**src/rtl/mega_mux_of_destiny.sv**
```systemverilog
// Final result-selection stage of the vALU datapath: 8-to-1 word mux with a
// combinational output, an invalid-select flag, and registered copies of both.
module mega_mux_of_destiny #(
    parameter int unsigned WIDTH = 32,
    parameter int unsigned NSEL  = 4
) (
    output logic [WIDTH-1:0] O,
    input  logic [NSEL-1:0]  S,
    input  logic [WIDTH-1:0] I0,
    input  logic [WIDTH-1:0] I1,
    input  logic [WIDTH-1:0] I2,
    input  logic [WIDTH-1:0] I3,
    input  logic [WIDTH-1:0] I4,
    input  logic [WIDTH-1:0] I5,
    input  logic [WIDTH-1:0] I6,
    input  logic [WIDTH-1:0] I7,
    input  logic             clk,
    input  logic             reset,
    output logic [WIDTH-1:0] O_q,
    output logic             sel_invalid,
    output logic             sel_invalid_q
);

    logic [WIDTH-1:0] w_in [8];
    logic [WIDTH-1:0] w_o;
    logic             w_sel_invalid;
    logic [WIDTH-1:0] r_o_q;
    logic             r_sel_invalid_q;

    assign w_in[0] = I0;
    assign w_in[1] = I1;
    assign w_in[2] = I2;
    assign w_in[3] = I3;
    assign w_in[4] = I4;
    assign w_in[5] = I5;
    assign w_in[6] = I6;
    assign w_in[7] = I7;

    // Any select bit above the low three marks the code as out of range.
    assign w_sel_invalid = |S[NSEL-1:3];

    // Ternary keeps an X on the select visible as X on the output.
    assign w_o = w_sel_invalid ? '0 : w_in[S[2:0]];

    assign O           = w_o;
    assign sel_invalid = w_sel_invalid;

    always_ff @(posedge clk) begin
        if (reset) begin
            r_o_q           <= '0;
            r_sel_invalid_q <= 1'b0;
        end else begin
            r_o_q           <= w_o;
            r_sel_invalid_q <= w_sel_invalid;
        end
    end

    assign O_q           = r_o_q;
    assign sel_invalid_q = r_sel_invalid_q;

endmodule

```
**config.mk**
```make
export PLATFORM = sky130hd
export DESIGN_NAME = mega_mux_of_destiny
export DESIGN_NICKNAME = d
export VERILOG_FILES = /design/src/rtl/mega_mux_of_destiny.sv
export SDC_FILE = /design/constraint.sdc
export NUM_CORES = 1
export LEC_CHECK = 0
export ABC_AREA = 0
export ABC_CLOCK_PERIOD_IN_PS = 1900
export CAP_MARGIN = 20
export CORE_AREA = 2 2 127 129
export CTS_CLUSTER_SIZE = 40
export DETAILED_ROUTE_END_ITERATION = 6
export DIE_AREA = 0 0 129 131
export PLACE_DENSITY_LB_ADDON = 0.08
export SLEW_MARGIN = 0
export SYNTH_ARGS = -nofsm -noshare
export SYNTH_HDL_FRONTEND = slang
export SYNTH_SLANG_ARGS = --single-unit
export TNS_END_PERCENT = 50
```
**constraint.sdc**
```tcl
create_clock -name clk -period 1.9 [get_ports clk]
set_input_delay 0.38 -clock clk [delete_from_list [all_inputs] [get_ports clk]]
set_output_delay 0.38 -clock clk [all_outputs]
set_load 0.1 [all_outputs]
```
==> metrics.txt <==
# TYPE chip_impl_metric gauge
chip_impl_metric{name="slew_headroom",unit="%"} 79.6
chip_impl_info{name="crit_path_top_delay_cell",value="sky130_fd_sc_hd__mux2_4"} 1
chip_impl_metric{name="dieArea",unit="µm²"} 16900
chip_impl_metric{name="placementRows",unit=""} 46
chip_impl_metric{name="global_route.overflow_total",unit=""} 0
chip_impl_metric{name="setup_viol_count_final",unit=""} 32
chip_impl_metric{name="clock_path_buffers",unit=""} 2
chip_impl_info{name="violations_in_the_final_reports",value="negative setup slack"} 1
chip_impl_metric{name="fill_cells",unit=""} 1280
chip_impl_metric{name="via_count",unit=""} 4336
chip_impl_metric{name="via_per_inst",unit=""} 4.68
chip_impl_metric{name="critical_path_peak_fanout",unit=""} 7
chip_impl_metric{name="timing.critical_path.required",unit="ns"} 1.52
chip_impl_metric{name="tritoncts.num_buffers",unit=""} 5
chip_impl_metric{name="core-area",unit="µm²"} 15600
chip_impl_metric{name="maximum_number_of_pins_on_one_net_before_global_route_repair",unit=""} 23
chip_impl_metric{name="initialDrtViolationCount",unit=""} 90
chip_impl_info{name="critPathCaptureType",value="primary output"} 1
chip_impl_metric{name="cts_htree_levels",unit=""} 2
chip_impl_metric{name="yosysSeqAreaShare",unit="%"} 21.3
chip_impl_metric{name="synth.mux.area_fraction",unit="%"} 46.4
chip_impl_metric{name="number_of_iterations_in_the_first_detailed_routing_pass",unit=""} 4
chip_impl_metric{name="synth_area_in_compound_gates",unit="%"} 12.9
chip_impl_info{name="critPathKind",value="input pin to primary output"} 1
chip_impl_metric{name="transition_time_at_the_pin_with_the_least_slew_margin",unit="ns"} 0.306
chip_impl_metric{name="routabilityCongestion",unit=""} 0.765
chip_impl_metric{name="synth_register_bits",unit=""} 33
chip_impl_info{name="outcome",value="finished, violations left"} 1
chip_impl_metric{name="synth_area",unit="µm²"} 3110
chip_impl_metric{name="post_route_cells_drive_above_1_share",unit="%"} 54.1
chip_impl_metric{name="synth_fa_ha_area_share",unit="%"} 0
chip_impl_metric{name="synth_area_per_cell",unit="µm²"} 9.39
chip_impl_metric{name="groute.usage.overall",unit="%"} 21.2
chip_impl_metric{name="area_taken_by_multi_input_logic_gates",unit="µm²"} 3630
chip_impl_metric{name="clock.fmax",unit="MHz"} 499
chip_impl_metric{name="grt_antenna_before_repair",unit=""} 0
chip_impl_metric{name="largest_voltage_drop_on_the_vdd_net",unit="µV"} 311
chip_impl_metric{name="yosys.area_share.xor_xnor",unit="%"} 0
chip_impl_metric{name="critical-path-max-stage-delay",unit="ns"} 0.30
chip_impl_metric{name="design.final.nets",unit=""} 972
chip_impl_metric{name="die_height",unit="µm"} 131
chip_impl_metric{name="crit_arrival",unit="ns"} 1.63
chip_impl_metric{name="dieWidth",unit="µm"} 129
chip_impl_metric{name="fin_area",unit="µm²"} 9390
chip_impl_metric{name="initial_core_util",unit="%"} 19.9
chip_impl_metric{name="seq_area",unit="µm²"} 661
chip_impl_metric{name="powerDensity",unit="nW/µm²"} 498
chip_impl_metric{name="drv.max_cap_violation_count",unit=""} 0
chip_impl_metric{name="num_antenna_cells",unit=""} 0
chip_impl_metric{name="slew_violations",unit=""} 0
chip_impl_metric{name="synthesis.instances",unit=""} 331
chip_impl_metric{name="setup_ws",unit="ns"} -0.105
chip_impl_metric{name="synth_warnings",unit=""} 0
chip_impl_metric{name="area_delta_synth_final",unit="%"} 202
chip_impl_info{name="synth_top_cell_by_area",value="sky130_fd_sc_hd__mux2_2"} 1
chip_impl_metric{name="dp_hpwl",unit="µm"} 13700
chip_impl_metric{name="synth_fp_nets",unit=""} 593
chip_impl_metric{name="clkSlewWorstSetupHoldPaths",unit="ns"} 0.05
chip_impl_metric{name="io_buffers",unit=""} 327
chip_impl_metric{name="synth.distinct_cells",unit=""} 13
chip_impl_info{name="path_type_of_the_worst_min_delay_path",value="input pin to register"} 1
chip_impl_metric{name="min_period_over_period",unit="%"} 106
chip_impl_metric{name="routed_wire_per_std_cell",unit="µm"} 20.2
chip_impl_metric{name="dpl-instance-area",unit="µm²"} 7960
chip_impl_info{name="cts.root.buffer_cell",value="sky130_fd_sc_hd__clkbuf_16"} 1
chip_impl_metric{name="routed_wl",unit="µm"} 18700
chip_impl_info{name="cp_cell_sequence",value="buf_12, buf_12, buf_12, buf_8, mux2_4, o22ai_4, nor3_4, buf_12"} 1
chip_impl_metric{name="pin_count",unit=""} 328
chip_impl_metric{name="first_global_vias",unit=""} 4702
chip_impl_info{name="cts_tree",value="done"} 1
chip_impl_metric{name="post-route-drc-count",unit=""} 0
chip_impl_metric{name="timing.hold.ws",unit="ns"} 0.479
chip_impl_metric{name="drtAntennaViolNets",unit=""} 0
chip_impl_metric{name="cts_hold_repair.buffers",unit=""} 0
chip_impl_metric{name="count_of_clock_tree_sinks",unit=""} 33
chip_impl_info{name="synth_area_leaders",value="sky130_fd_sc_hd__mux2_2 46%, sky130_fd_sc_hd__dfxtp_1 21%, sky130_fd_sc_hd__o22ai_1 13%, sky130_fd_sc_hd__nor3_1 10%, sky130_fd_sc_hd__buf_6 4.3%"} 1
chip_impl_metric{name="p_leak",unit="nW"} 3.60
chip_impl_info{name="rsz0062_at_grt",value="yes"} 1
chip_impl_info{name="synth_top_family_by_area",value="multiplexers"} 1
chip_impl_info{name="worst_path_most_repeated_cell",value="sky130_fd_sc_hd__buf_12"} 1
chip_impl_metric{name="finalCriticalPeriod",unit="ns"} 2.01
chip_impl_metric{name="wire_length_of_the_first_global_routing_pass",unit="µm"} 26600
chip_impl_metric{name="synth_simple_gate_area_share",unit="%"} 11.4
chip_impl_metric{name="setup_total_negative_slack",unit="ns"} -1.57
chip_impl_info{name="crit_path_start_kind",value="input pin"} 1
chip_impl_metric{name="synth_top_cell_area_share",unit="%"} 46.4
chip_impl_metric{name="hold_violations",unit=""} 0
## what timing repair did
action | CTS | global route
pin swaps | 39 | 22
setup buffers | 21 | 5
endpoints found under the setup margin | 32 | 32
cloned | 8 | 3
endpoints found under the hold margin | 0 | 0
resized for setup | 119 | 45
## logic make-up after synthesis
logic type	count (synthesis)
muxes	128
and+or+nand+nor	70
AOI/OAI and AO/OA	64
buffers and inverters	36
DFF	33
## through the flow
stage / total power [W] / utilization, % / std cells / worst slack, ns
floorplan: 0.00232 / - / 331 / -0.248
detailed placement: 0.00344 / 51.0 / 884 / -0.447
global route: 0.00486 / 60.2 / 927 / -0.139
global placement: 0.00342 / 51.0 / 884 / -0.448
finish: 0.00468 / 60.2 / 927 / -0.105
CTS: 0.00461 / 58.1 / 920 / -0.136
## cells in the final DEF (no fill, tap or decap), drive strengths merged
master / count
dfxtp: 33
clkdlybuf4s50: 252
nor2b: 1
dlymetal6s2s: 1
nand2: 1
nor3: 64
or2: 2
clkbuf: 11
o22ai: 64
mux2: 128
nand2b: 2
dlygate4sd2: 4
buf: 148
## synth_stat cells (all sizes together)
| cell | n |
|---|---|
| nand2b | 2 |
| or2 | 2 |
| buf | 27 |
| nor3 | 64 |
| clkbuf | 9 |
| o22ai | 64 |
| mux2 | 128 |
| nor2b | 1 |
| nand2 | 1 |
| dfxtp | 33 |
## metal layers
layer	GRT usage, %	share of wire, %	wire (µm)	vias to the layer above
met1	22.9	37	6880	2061
met2	41.3	55	10200	186
met3	4.85	6.8	1270	23
li1	-	-	-	2066
met5	0	0	0	-
met4	5.95	2.0	367	0
## worst max-delay path: cells and delay by family
kind                   cells  cell delay, ns
AO/OA/AOI/OAI              1            0.18
buffers and inverters      5            0.69
multiplexers               1            0.30
AND/OR/NAND/NOR            1            0.06
## report_power, final
group	switching [W]	leakage (nW)	total, W	internal (W)
Sequential	0.0000131	0.272	0.000749	0.000736
Combinational	0.00160	3.27	0.00312	0.00152
Clock	0.000325	0.0652	0.000814	0.000489
Total	0.00193	3.60	0.00468	0.00275
## state kept, by name (all words and copies together) (netlist names)
signal and flops:
sel_invalid_q 1, O_q 32
## final timing paths
| kind | slack (ns) | end | startpoint | cells past startpoint |
|---|---|---|---|---|
| worst min-delay path | 0.48 | sel_invalid_q | S[3] | 2 |
| worst max-delay path | -0.11 | O[17] | S[0] | 8 |
## area by class of cell
| class | count | area share (%) |
|---|---|---|
| timing repair buffer | 408 | 50.0 |
| clock buffer | 8 | 1.45 |
| multi-input combinational | 262 | 38.6 |
| sequential | 33 | 7.03 |
| tap | 216 | 2.88 |
(Power assumes the default switching activity.)
